<file path="config.mk">
export PLATFORM = sky130hd
export DESIGN_NAME = mem_access_ctrl
export DESIGN_NICKNAME = d
export VERILOG_FILES = /design/src/rtl/memctl_pkg.sv /design/src/rtl/mem_access_ctrl.sv
export SDC_FILE = /design/constraint.sdc
export NUM_CORES = 1
export LEC_CHECK = 0
export ABC_AREA = 1
export CAP_MARGIN = 20
export CORE_MARGIN = 2
export CORE_UTILIZATION = 51
export DETAILED_ROUTE_END_ITERATION = 10
export GPL_ROUTABILITY_DRIVEN = 0
export GPL_TIMING_DRIVEN = 0
export PLACE_DENSITY = 0.81
export SKIP_CTS_REPAIR_TIMING = 1
export SKIP_LAST_GASP = 1
export SYNTH_ARGS = -nofsm -noshare
export SYNTH_HDL_FRONTEND = slang
export SYNTH_SLANG_ARGS = --single-unit
export TNS_END_PERCENT = 100
</file>
<file path="constraint.sdc">
create_clock -name clk -period 1.8 [get_ports clk]
set_input_delay 0.18 -clock clk [delete_from_list [all_inputs] [get_ports clk]]
set_output_delay 0.18 -clock clk [all_outputs]
set_load 0.05 [all_outputs]
</file>
<file path="src/rtl/memctl_pkg.sv">
// memctl_pkg: shared state encoding, size codes and byte-count helper for mem_access_ctrl
package memctl_pkg;
  typedef enum logic [1:0] {IDLE, XFER, CAPTURE, DONE} state_t;
  localparam logic [1:0] SZ_BYTE = 2'b00;
  localparam logic [1:0] SZ_HALF = 2'b01;
  localparam logic [1:0] SZ_WORD = 2'b10;
  function automatic logic [2:0] byte_count(input logic [1:0] sz);
    return sz == SZ_BYTE ? 3'd1 : sz == SZ_HALF ? 3'd2 : 3'd4;
  endfunction
endpackage

</file>
<file path="src/rtl/mem_access_ctrl.sv">
// mem_access_ctrl: splits MOV requests into big-endian byte RAM cycles; MEMCTL_ALIGN_CHECK_EN enables misalignment trapping
module mem_access_ctrl
  import memctl_pkg::*;
#(
  parameter int ADDR_W = 8
) (
  input  logic              clk,
  input  logic              reset,
  input  logic              MOV,
  input  logic              ReadWrite,
  input  logic [1:0]        size,
  input  logic [ADDR_W-1:0] addr,
  input  logic [31:0]       data_in,
  output logic [31:0]       data_out,
  output logic              MOC,
  output logic              misalign,
  output logic [ADDR_W-1:0] ram_addr,
  output logic [7:0]        ram_wdata,
  output logic              ram_we,
  output logic              ram_re,
  input  logic [7:0]        ram_rdata
);
  state_t      state;
  logic        rd, rd_valid, mis_req;
  logic [2:0]  n, cnt, n_in;
  logic [31:0] acc, wsh, wal;
  assign n_in = byte_count(size);
  // left-justify the used bytes so writes always shift out from bit 31
  assign wal = data_in << {3'd4 - n_in, 3'b000};
`ifdef MEMCTL_ALIGN_CHECK_EN
  assign mis_req = (size == SZ_HALF && addr[0]) || (size[1] && addr[1:0] != 2'b00);
`else
  assign mis_req = 1'b0;
`endif
  always_ff @(posedge clk) begin
    if (reset) begin
      state     <= IDLE;
      rd        <= 1'b0;
      rd_valid  <= 1'b0;
      n         <= '0;
      cnt       <= '0;
      acc       <= '0;
      wsh       <= '0;
      data_out  <= '0;
      MOC       <= 1'b0;
      misalign  <= 1'b0;
      ram_addr  <= '0;
      ram_wdata <= '0;
      ram_we    <= 1'b0;
      ram_re    <= 1'b0;
    end else begin
      rd_valid <= ram_re;
      if (rd_valid) acc <= {acc[23:0], ram_rdata};
      case (state)
        IDLE: if (MOV) begin
          rd  <= ReadWrite;
          n   <= n_in;
          acc <= '0;
          if (mis_req) state <= DONE;
          else begin
            state     <= XFER;
            cnt       <= 3'd1;
            ram_addr  <= addr;
            ram_re    <= ReadWrite;
            ram_we    <= !ReadWrite;
            ram_wdata <= wal[31:24];
            wsh       <= wal << 8;
          end
        end
        XFER: if (cnt == n) begin
          ram_re <= 1'b0;
          ram_we <= 1'b0;
          MOC    <= !rd;
          state  <= rd ? CAPTURE : DONE;
        end else begin
          cnt       <= cnt + 3'd1;
          ram_addr  <= ram_addr + ADDR_W'(1);
          ram_wdata <= wsh[31:24];
          wsh       <= wsh << 8;
        end
        CAPTURE: begin
          data_out <= {acc[23:0], ram_rdata};
          MOC      <= 1'b1;
          state    <= DONE;
        end
        DONE: if (!MOC) begin
          // only a trapped misaligned request reaches DONE with MOC still low
          MOC      <= 1'b1;
          misalign <= 1'b1;
        end else if (!MOV) begin
          MOC      <= 1'b0;
          misalign <= 1'b0;
          state    <= IDLE;
        end
      endcase
    end
  end
endmodule

</file>
==> reports/metrics.cfg, run 1 <==
[grt]
grt_overflow=0
grt_pass1_wl_um=22600
grt_pass1_vias=4945
grt_max_degree=23
grt_usage=0.274
antenna_found_initial=0

[yosys]
netlist_area_sq_um=4900
syn_area_per_cell_sq_um=6.89
synth_fp_nets=773
synth_seq_cells=110
seq_area_frac_synth=0.449
synth_warnings=0
syn_inst=712
yosysUniqueCellTypes=29

[worst_hold_path]
min_path_type=in2reg

[route]
met3_wirelength_um=1340
vias=5212
met1Wirelength_um=5840
ant_nets=0
wire_per_inst_um=14.8
wirelength_um=14400
wl_met2_um=6910
highest_layer=met4
drtIter0Drc=316
drt-pass1-iter-count=5
drcViolationCount=0
via_per_inst=5.36

[floorplanning]
dieArea_sq_um=10400
num_rows=35
dieHeight_um=102
io_pins=106
coreArea_sq_um=9280
start_util=0.528
die_x_um=102

[power]
p_clk_frac=0.138
powerDensity_nw_per_um2=1730
power.switching_uw=5410
swShare=0.480
leakage_uw=0.00291
combPwrFrac=0.539
p_int_uw=5860
seq_power_share=0.323
ir_drop_v=0.000844

[timing]
setup_ws_ns=0.0250
finalMaxSlewViolations=0
hold_viol_final=0
slew_headroom=0.582
fmax_mhz=563
holdWs_ns=0.378
post-route-min-period_ns=1.77
max_slew.worst_pin.slew_ns=0.626
grt_setup_unrepaired=yes
finalSetupViolCount=0
fin_crit_sh=0.986
finClkSkew_ns=0.0118

[finish]
antennaDiodeCount=0
syn_to_final_growth_pct=32.6
finalInstanceArea_sq_um=6500
nFillCells=801
final_nets=899
fin_util=0.700
drive_above_1_share=0.0807

[critical_path]
critPathRequiredTime_ns=2.08
end_kind=register
cp-start-kind=register
arrival_ns=2.06
critPathKind=reg2reg
worstPathMaxFanout=10

[clock_network]
cts_root_buf=clkbuf_8
htree_levels=3
path_clk_slew_ns=0.13
clock_latency_ns=0.39
cts_tree=built
clock_sinks=110
cts_buffer_depth=2
numCtsBuffers=9

[placed_design]
postPlaceCellArea_sq_um=6120
hpwl_um=10100
numPortBuffers=105
post-place-ws_ns=-0.192

[run]
drv_cap=0

[run_status]
status=finished, final reports clean

cell type report:
cell class / count / area, sq um / area share
plain buffers: 39 / 231 / 0.0356
clock buffers: 9 / 124 / 0.0191
clock inverters: 7 / 86.3 / 0.0133
inverters: 52 / 208 / 0.0319
multi-input cells: 511 / 2340 / 0.360
flip-flops and latches: 110 / 2210 / 0.339
well taps: 129 / 161 / 0.0248
repair buffers: 115 / 1150 / 0.176
worst paths after layout:
path              cells after the start          end  slack, ns         start
setup / recovery                      8  ram_addr[0]       0.03      state[0]
hold / removal                        3       acc[2]       0.38  ram_rdata[2]
setup reg to reg                      8  ram_addr[0]       0.03      state[0]
hold reg to reg                       2       ram_we       0.47        ram_we
synth_stat cells:
cell type    n  area share
buf_6        4      0.0092
o21ai_0     77       0.079
o22ai_1      5      0.0064
o31ai_1      1      0.0015
nand2_4      1      0.0023
buf_4        2      0.0031
xnor2_1      1      0.0018
nor3_1       2      0.0020
dfxtp_1    110        0.45
buf_1        4      0.0031
or2_2        3      0.0038
a211oi_1     1      0.0015
nor2_1     150        0.11
a21oi_2      4      0.0071
nand3_1     28       0.029
inv_4        2      0.0026
o21ai_4      1      0.0033
a31oi_1      8       0.010
a21o_1       4      0.0061
clkbuf_1    21       0.016
a21oi_1     39       0.040
buf_2        8      0.0082
nand4_4      1      0.0043
xnor2_2      1      0.0033
nand2_1    174        0.13
ha_1         7       0.018
nand2_2      1      0.0013
nand4_1      2      0.0026
inv_1       50       0.038
metal layers:
layer  up-vias  global-route usage
met4         0              0.0913
met3        41              0.0616
met1      2395               0.338
met5         -                   0
li1       2519                   -
met2       257               0.474
cell usage in the layout, fill, tap and decap left out, types with 2 or more instances in the layout:
cell type and count:
nand2_1 173, nor2_1 149, dfxtp_1 108, clkdlybuf4s50_1 97, o21ai_0 72, inv_1 49
a21oi_1 39, nand3_1 28, clkbuf_1 15, buf_4 15, clkbuf_8 9, a31oi_1 8
dlymetal6s2s_1 8, clkbuf_2 6, buf_6 6, o22ai_1 5, o21ai_1 5, ha_1 5
buf_1 4, a21oi_2 4, a21o_1 4, inv_6 3, or2_2 3, nand2_4 2
buf_2 2, nand4_1 2, inv_8 2, nor3_1 2, clkinv_8 2
state kept, by name (all words and copies together), names as in the netlist:
register,count
cnt,3
data_out,32
rd_valid,1
ram_we,1
state,2
wsh,24
ram_re,1
ram_wdata,8
acc,24
MOC,1
misalign,1
ram_addr,8
rd,1
n,3
logic make-up (layout without fill, tap and decap cells):
kind of cell | count (synthesis) | in the layout | share of synthesized area
simple gates | 362 | 362 | 0.293
compound gates | 140 | 140 | 0.155
flops | 110 | 110 | 0.449
buf+inv | 91 | 222 | 0.0804
fa+ha+maj | 7 | 7 | 0.0179
xor+xnor | 2 | 2 | 0.00510
metrics by stage:
| stage | instances | TNS [ns] | total power, uW |
|---|---|---|---|
| floorplan | 712 | 0 | 7530 |
| CTS | 962 | -3.87 | 10800 |
| global route | 972 | -0.208 | 11900 |
| detailed placement | 946 | -3.66 | 9290 |
| finish | 972 | 0 | 11300 |
| global placement | 946 | -1.31 | 9130 |
worst max-delay path, cell delays in order (launching register included):
cell     delay (ns)
dfxtp_2        0.37
inv_1          0.17
ha_2           0.28
nand2_4        0.11
o21ai_4        0.12
nand2_4        0.14
buf_4          0.20
o21ai_0        0.20
nor2_1         0.07
power groups by stage:
stage	Combinational [uW]	Clock, uW	Sequential, uW
6_report	6080	1550	3640
5_1_grt	6540	1650	3720
4_1_cts	5660	1540	3620
3_5_place_dp	5630	0	3660
3_3_place_gp	5510	0	3630
2_1_floorplan	2450	0	5080
Note: power is estimated with default switching activity, not from simulation.
==> run 2, diff against run 1 <==
--- a/config.mk
+++ b/config.mk
@@ -5,7 +5,6 @@
 export SDC_FILE = /design/constraint.sdc
 export NUM_CORES = 1
 export LEC_CHECK = 0
-export ABC_AREA = 1
 export CAP_MARGIN = 20
 export CORE_MARGIN = 2
 export CORE_UTILIZATION = 51
==> constraint.sdc (replaced) <==
create_clock -name clk -period 1.9 [get_ports clk]
set_input_delay 0.19 -clock clk [delete_from_list [all_inputs] [get_ports clk]]
set_output_delay 0.19 -clock clk [all_outputs]
set_load 0.05 [all_outputs]
==> run 2 against run 1 <==
Compared with the run above:
- routed wire length is 1.5% lower
- critical path type unchanged
- maximum frequency is 5.9% lower
- synthesized cell count down 26%
- final area decreased by 1.2%
- sequential share of layout area up 0.38 points
==> reports/metrics.cfg, run 2 <==
[run_status]
status=finished, final reports clean

[floorplanning]
dieArea_sq_um=10300
start_util=0.525
io_pins=106
num_rows=35
coreArea_sq_um=9200
die_x_um=101
dieHeight_um=101

[yosys]
synth-simple-area-share=0.135
synth_top_cells_by_area=dfxtp_1, mux2i_1, nor2_1, a21oi_1, nand2_1
synth-xor-area-share=0.0109
yosys-top-cells-count=dfxtp_1, mux2i_1, nor2_1
syn_area_per_cell_sq_um=9.16
synth-async-reset-ratio=0
synth_most_common_cell=dfxtp_1
yosys.area_share.adder=0.0181
yosysTopAreaCellShare=0.456
synth_top_area_cell=dfxtp_1
seq_area_frac_synth=0.456
synth_top_family_by_area=compound AO/OA/AOI/OAI gates
synth_fp_nets=588
netlist_area_sq_um=4830
synth_compound_area_frac=0.183
synthMuxAreaShare=0.143
synth_edf_count=0
synth_seq_cells=110
ys.flop_type=dfxtp_1
yosysUniqueCellTypes=47
synth_warnings=0
syn_inst=527

[worst_hold_path]
min_path_type=in2reg
hold_path_startpoint=size[0]
min_path_cells=3
min_to=n[0]

[finish]
regMostFlops=data_out
final-instance-count-excl-fill=764
drive_above_1_share=0.107
final_nets=710
final_common_cell=dfxtp_1
finalInstanceArea_sq_um=6420
largestRegisters=data_out: 32 flops, acc: 24 flops, wsh: 24 flops
syn_to_final_growth_pct=33.1
antennaDiodeCount=0
mostFrequentLayoutCells=dfxtp_1, clkdlybuf4s50_1, mux2i_1
largest_register_ffs=32

[critical_path]
crit_chain=inv_2 > ha_4 > buf_6 > mux2_4 > o41ai_4 > buf_6 > buf_4 > a221oi_1 > nor3_1
crit_path_max_incr_delay_ns=0.38
critPathKind=reg2reg
worstPathMaxFanout=10
end_kind=register
slowest_stage=dfxtp_2
cp_top_family=buffers and inverters
r2r_cells=9
path_depth=9
arrival_ns=2.13
r2r-start=state[0]
critPathRequiredTime_ns=2.14
crit_top_cell=buf_6
r2r-end=wsh[23]
cp_num_buf_inv=4
r2r_slack_ns=0.01
cp-start-kind=register

[timing]
max_slew.worst_pin.slew_ns=0.753
finalSetupViolCount=0
post-route-min-period_ns=1.89
setup-tns-final_ns=0
fin_crit_sh=0.993
fmax_mhz=530
hold_viol_final=0
finClkSkew_ns=0.0104
finalMaxSlewViolations=0
slew_headroom=0.498

[placed_design]
numPortBuffers=103
postPlaceCellArea_sq_um=6000
hpwl_um=9710
dp_cells=741

[clock_network]
clock_latency_ns=0.38
clock_sinks=110
htree_levels=3
cts_root_buf=clkbuf_8
cts_tree=built
numCtsBuffers=9
cts_buffer_depth=2
path_clk_slew_ns=0.10

[power]
ir_drop_v=0.000745
powerDensity_nw_per_um2=1460
leakage_uw=0.00230

[route]
drt-pass1-iter-count=5
wirelength_um=14200
drtIter0Drc=347
ant_nets=0
via_per_inst=5.93
vias=4530
wire_per_inst_um=18.6
drcViolationCount=0

[grt]
grt_pass1_wl_um=21200
grt_overflow=0
grt_usage=0.264
grt_max_degree=20
antenna_found_initial=0
grt_pass1_vias=4295

[run]
drv_cap=0

-- run 2: cell count changes after synthesis, moves of 9 or more --
cell / previous run / this run
o211ai_1: 0 / 18
mux2i_1: 0 / 68
inv_1: 50 / 16
nand2_1: 174 / 42
nand3_1: 28 / 19
o21ai_0: 77 / 21
nor2_1: 150 / 66
-- run 2: logic make-up after synthesis --
| family | count (synthesis) |
|---|---|
| XOR/XNOR | 6 |
| AO/OA/AOI/OAI | 125 |
| AND/OR/NAND/NOR | 152 |
| adder cells (fa/ha/maj) | 7 |
| buffers and inverters | 58 |
| flip-flops | 110 |
| multiplexers | 69 |
-- run 2: how the worst max path moves through the flow --
stage	start	to	slack [ns]
final	state[0]	wsh[23]	0.01
after global routing	state[1]	ram_addr[2]	-0.05
after global placement	state[1]	ram_addr[4]	-0.25
after detailed placement	MOV	acc[19]	-0.31
after floorplan	state[1]	ram_addr[0]	0.10
after CTS	state[1]	ram_wdata[7]	-0.32
-- run 2: final cells by class --
cell class                 count  area [sq um]
buffer                        42           235
clock buffer                   9           124
clock inverter                 6          77.6
fill                         694          2780
inverter                      16          66.3
multi-input combinational    360          2470
sequential                   110          2200
tap                          111           139
timing repair buffer         110          1110
-- run 2: power by group --
part	internal (uW)	total (uW)	switching, uW
Combinational	1840	4800	2960
Sequential	2760	3120	363
Clock	631	1470	834
Total	5230	9390	4160
-- run 2: stage by stage --
| step | total power, uW | setup slack [ns] | util | hold slack, ns |
|---|---|---|---|---|
| CTS | 8750 | -0.317 | 0.674 | 0.341 |
| detailed placement | 7310 | -0.311 | 0.652 | 0.444 |
| global route | 9800 | -0.0480 | 0.698 | 0.351 |
| global placement | 7220 | -0.247 | 0.652 | 0.440 |
| finish | 9390 | 0.0129 | 0.698 | 0.351 |
| floorplan | 6040 | 0.100 | - | 0.273 |
-- run 2: per-layer routing --
metal	track usage	vias to the layer above	routed length [um]
met5	0	-	0
met4	0.0904	0	262
met3	0.0566	25	1150
met2	0.434	220	6810
met1	0.347	2157	5970
li1	-	2128	-
-- run 2: worst reg2reg max path, delay by kind of cell (launching register included) --
kind | cells | cell delay (ns)
AND/OR/NAND/NOR | 1 | 0.07
buffers and inverters | 4 | 0.54
multiplexers | 1 | 0.26
adder cells (fa/ha/maj) | 1 | 0.18
flip-flops | 1 | 0.38
AO/OA/AOI/OAI | 2 | 0.33
==> run 3, diff against run 2 <==
--- a/config.mk
+++ b/config.mk
@@ -12,7 +12,6 @@
 export GPL_ROUTABILITY_DRIVEN = 0
 export GPL_TIMING_DRIVEN = 0
 export PLACE_DENSITY = 0.81
-export SKIP_CTS_REPAIR_TIMING = 1
 export SKIP_LAST_GASP = 1
 export SYNTH_ARGS = -nofsm -noshare
 export SYNTH_HDL_FRONTEND = slang
==> run 3 against run 2 <==
Compared with the run above:
- maximum frequency rose by 0.75%
- sequential power is essentially flat
- sequential cell count unchanged
- sequential share of layout area barely moved
- via count grew 0.68%
- combinational power about the same
- die area stayed put
- critical path type unchanged
- largest power group unchanged
- highest routed layer unchanged
==> reports/metrics.cfg, run 3 (synthesis results as in run 2) <==
[finish]
final_common_cell=dfxtp_1
multi_input_area_sq_um=2460
mostFrequentLayoutCells=dfxtp_1, clkdlybuf4s50_1, mux2i_1
finalInstanceArea_sq_um=6420
syn_to_final_growth_pct=33.1
regMostFlops=data_out
nFillCells=686
largest_register_ffs=32
largestRegisters=data_out: 32 flops, acc: 24 flops, wsh: 24 flops
final_nets=711
antennaDiodeCount=0
drive_above_1_share=0.107
regArea_sq_um=2210

[critical_path]
crit_chain=inv_2 > ha_1 > buf_4 > mux2_4 > buf_12 > o41ai_4 > buf_4 > nand2_1 > a21oi_1
r2r-end=wsh[12]
r2r_cells=9
path_depth=9
crit_path_max_incr_delay_ns=0.38
r2r-start=state[1]
critPathRequiredTime_ns=2.21
cp_num_buf_inv=4
crit_path_start=state[1]
end_kind=register
critPathKind=reg2reg
arrival_ns=2.18
worstPathMaxFanout=8
cp-start-kind=register
r2r_slack_ns=0.03
critPathCapture=wsh[12]
slowest_stage=dfxtp_4
crit_top_cell=buf_4
cp_top_family=buffers and inverters

[floorplanning]
num_rows=35
dieArea_sq_um=10300
die_x_um=101
start_util=0.525
coreArea_sq_um=9200
dieHeight_um=101
io_pins=106

[grt]
antenna_found_initial=0
grt_overflow=0
grt_pass1_wl_um=22200
grt_max_degree=20
grt_pass1_vias=4414
grt_usage=0.279

[timing]
max_slew.worst_pin.slew_ns=0.753
finalSetupViolCount=0
setup-tns-final_ns=0
holdWs_ns=0.359
setup_ws_ns=0.0269
finClkSkew_ns=0.0117
post-route-min-period_ns=1.87
fin_crit_sh=0.986
fmax_mhz=534
finalMaxSlewViolations=0
grt_setup_unrepaired=yes
hold_viol_final=0
slew_headroom=0.498

[route]
drcViolationCount=0
wirelength_um=14100
vias=4561
wire_per_inst_um=18.5
via_per_inst=5.96
drt-pass1-iter-count=5
ant_nets=0
drtIter0Drc=403

[clock_network]
hold_buffers=0
numCtsBuffers=9
cts_root_buf=clkbuf_8
clock_latency_ns=0.38
path_clk_slew_ns=0.11
htree_levels=3
cts_tree=built
cts_buffer_depth=2
clock_sinks=110

[placed_design]
numPortBuffers=103
postPlaceCellArea_sq_um=6000
hpwl_um=9710
post-place-ws_ns=-0.311

[power]
powerDensity_nw_per_um2=1460
ir_drop_v=0.000682
leakage_uw=0.00231

[run]
drv_cap=0

[worst_hold_path]
min_path_type=in2reg

[run_status]
status=finished, final reports clean

## run 3: metrics by stage
step / power (uW) / std cells / util
after floorplan: 6040 / 527 / -
after global placement: 7220 / 741 / 0.652
after detailed placement: 7310 / 741 / 0.652
after CTS: 9200 / 765 / 0.693
after global routing: 9860 / 765 / 0.699
final: 9410 / 765 / 0.699
## run 3: area by class of cell
| class | instances | area share |
|---|---|---|
| flip-flops and latches | 110 | 0.344 |
| inverters | 16 | 0.0101 |
| clock inverters | 6 | 0.0121 |
| clock buffers | 9 | 0.0193 |
| multi-input cells | 360 | 0.383 |
| plain buffers | 42 | 0.0370 |
| repair buffers | 111 | 0.174 |
| well taps | 111 | 0.0216 |
## run 3: worst min path at each step
stage            start        to  slack [ns]  depth (start not counted)
3_5_place_dp   wsh[15]   wsh[15]        0.44                          2
4_1_cts        size[0]      n[0]        0.34                          3
2_1_floorplan    reset  rd_valid        0.27                          1
5_1_grt        size[0]      n[0]        0.34                          3
3_3_place_gp   wsh[15]   wsh[15]        0.44                          2
6_report       size[0]      n[0]        0.36                          3
## run 3: worst min-delay path: stages
cell    delay, ns
buf_2        0.29
o31a_1       0.19
nor2_1       0.03
## run 3: where the power goes
group	internal (uW)	switching (uW)
sequential	2770	366
combinational	1860	2960
clock	631	831
## run 3: layer usage
layer | part of all wire | vias to the layer above | global-route usage
met5 | 0 | - | 0
met4 | 0.021 | 0 | 0.101
met3 | 0.078 | 31 | 0.0704
met2 | 0.48 | 233 | 0.450
met1 | 0.42 | 2180 | 0.363
li1 | - | 2117 | -
## run 3: timing repair
action	4_1_cts	5_1_grt
buffers inserted	6	0
cloned	3	0
resized for setup	27	24
endpoints found under the setup margin	72	49
pin swaps	1	0
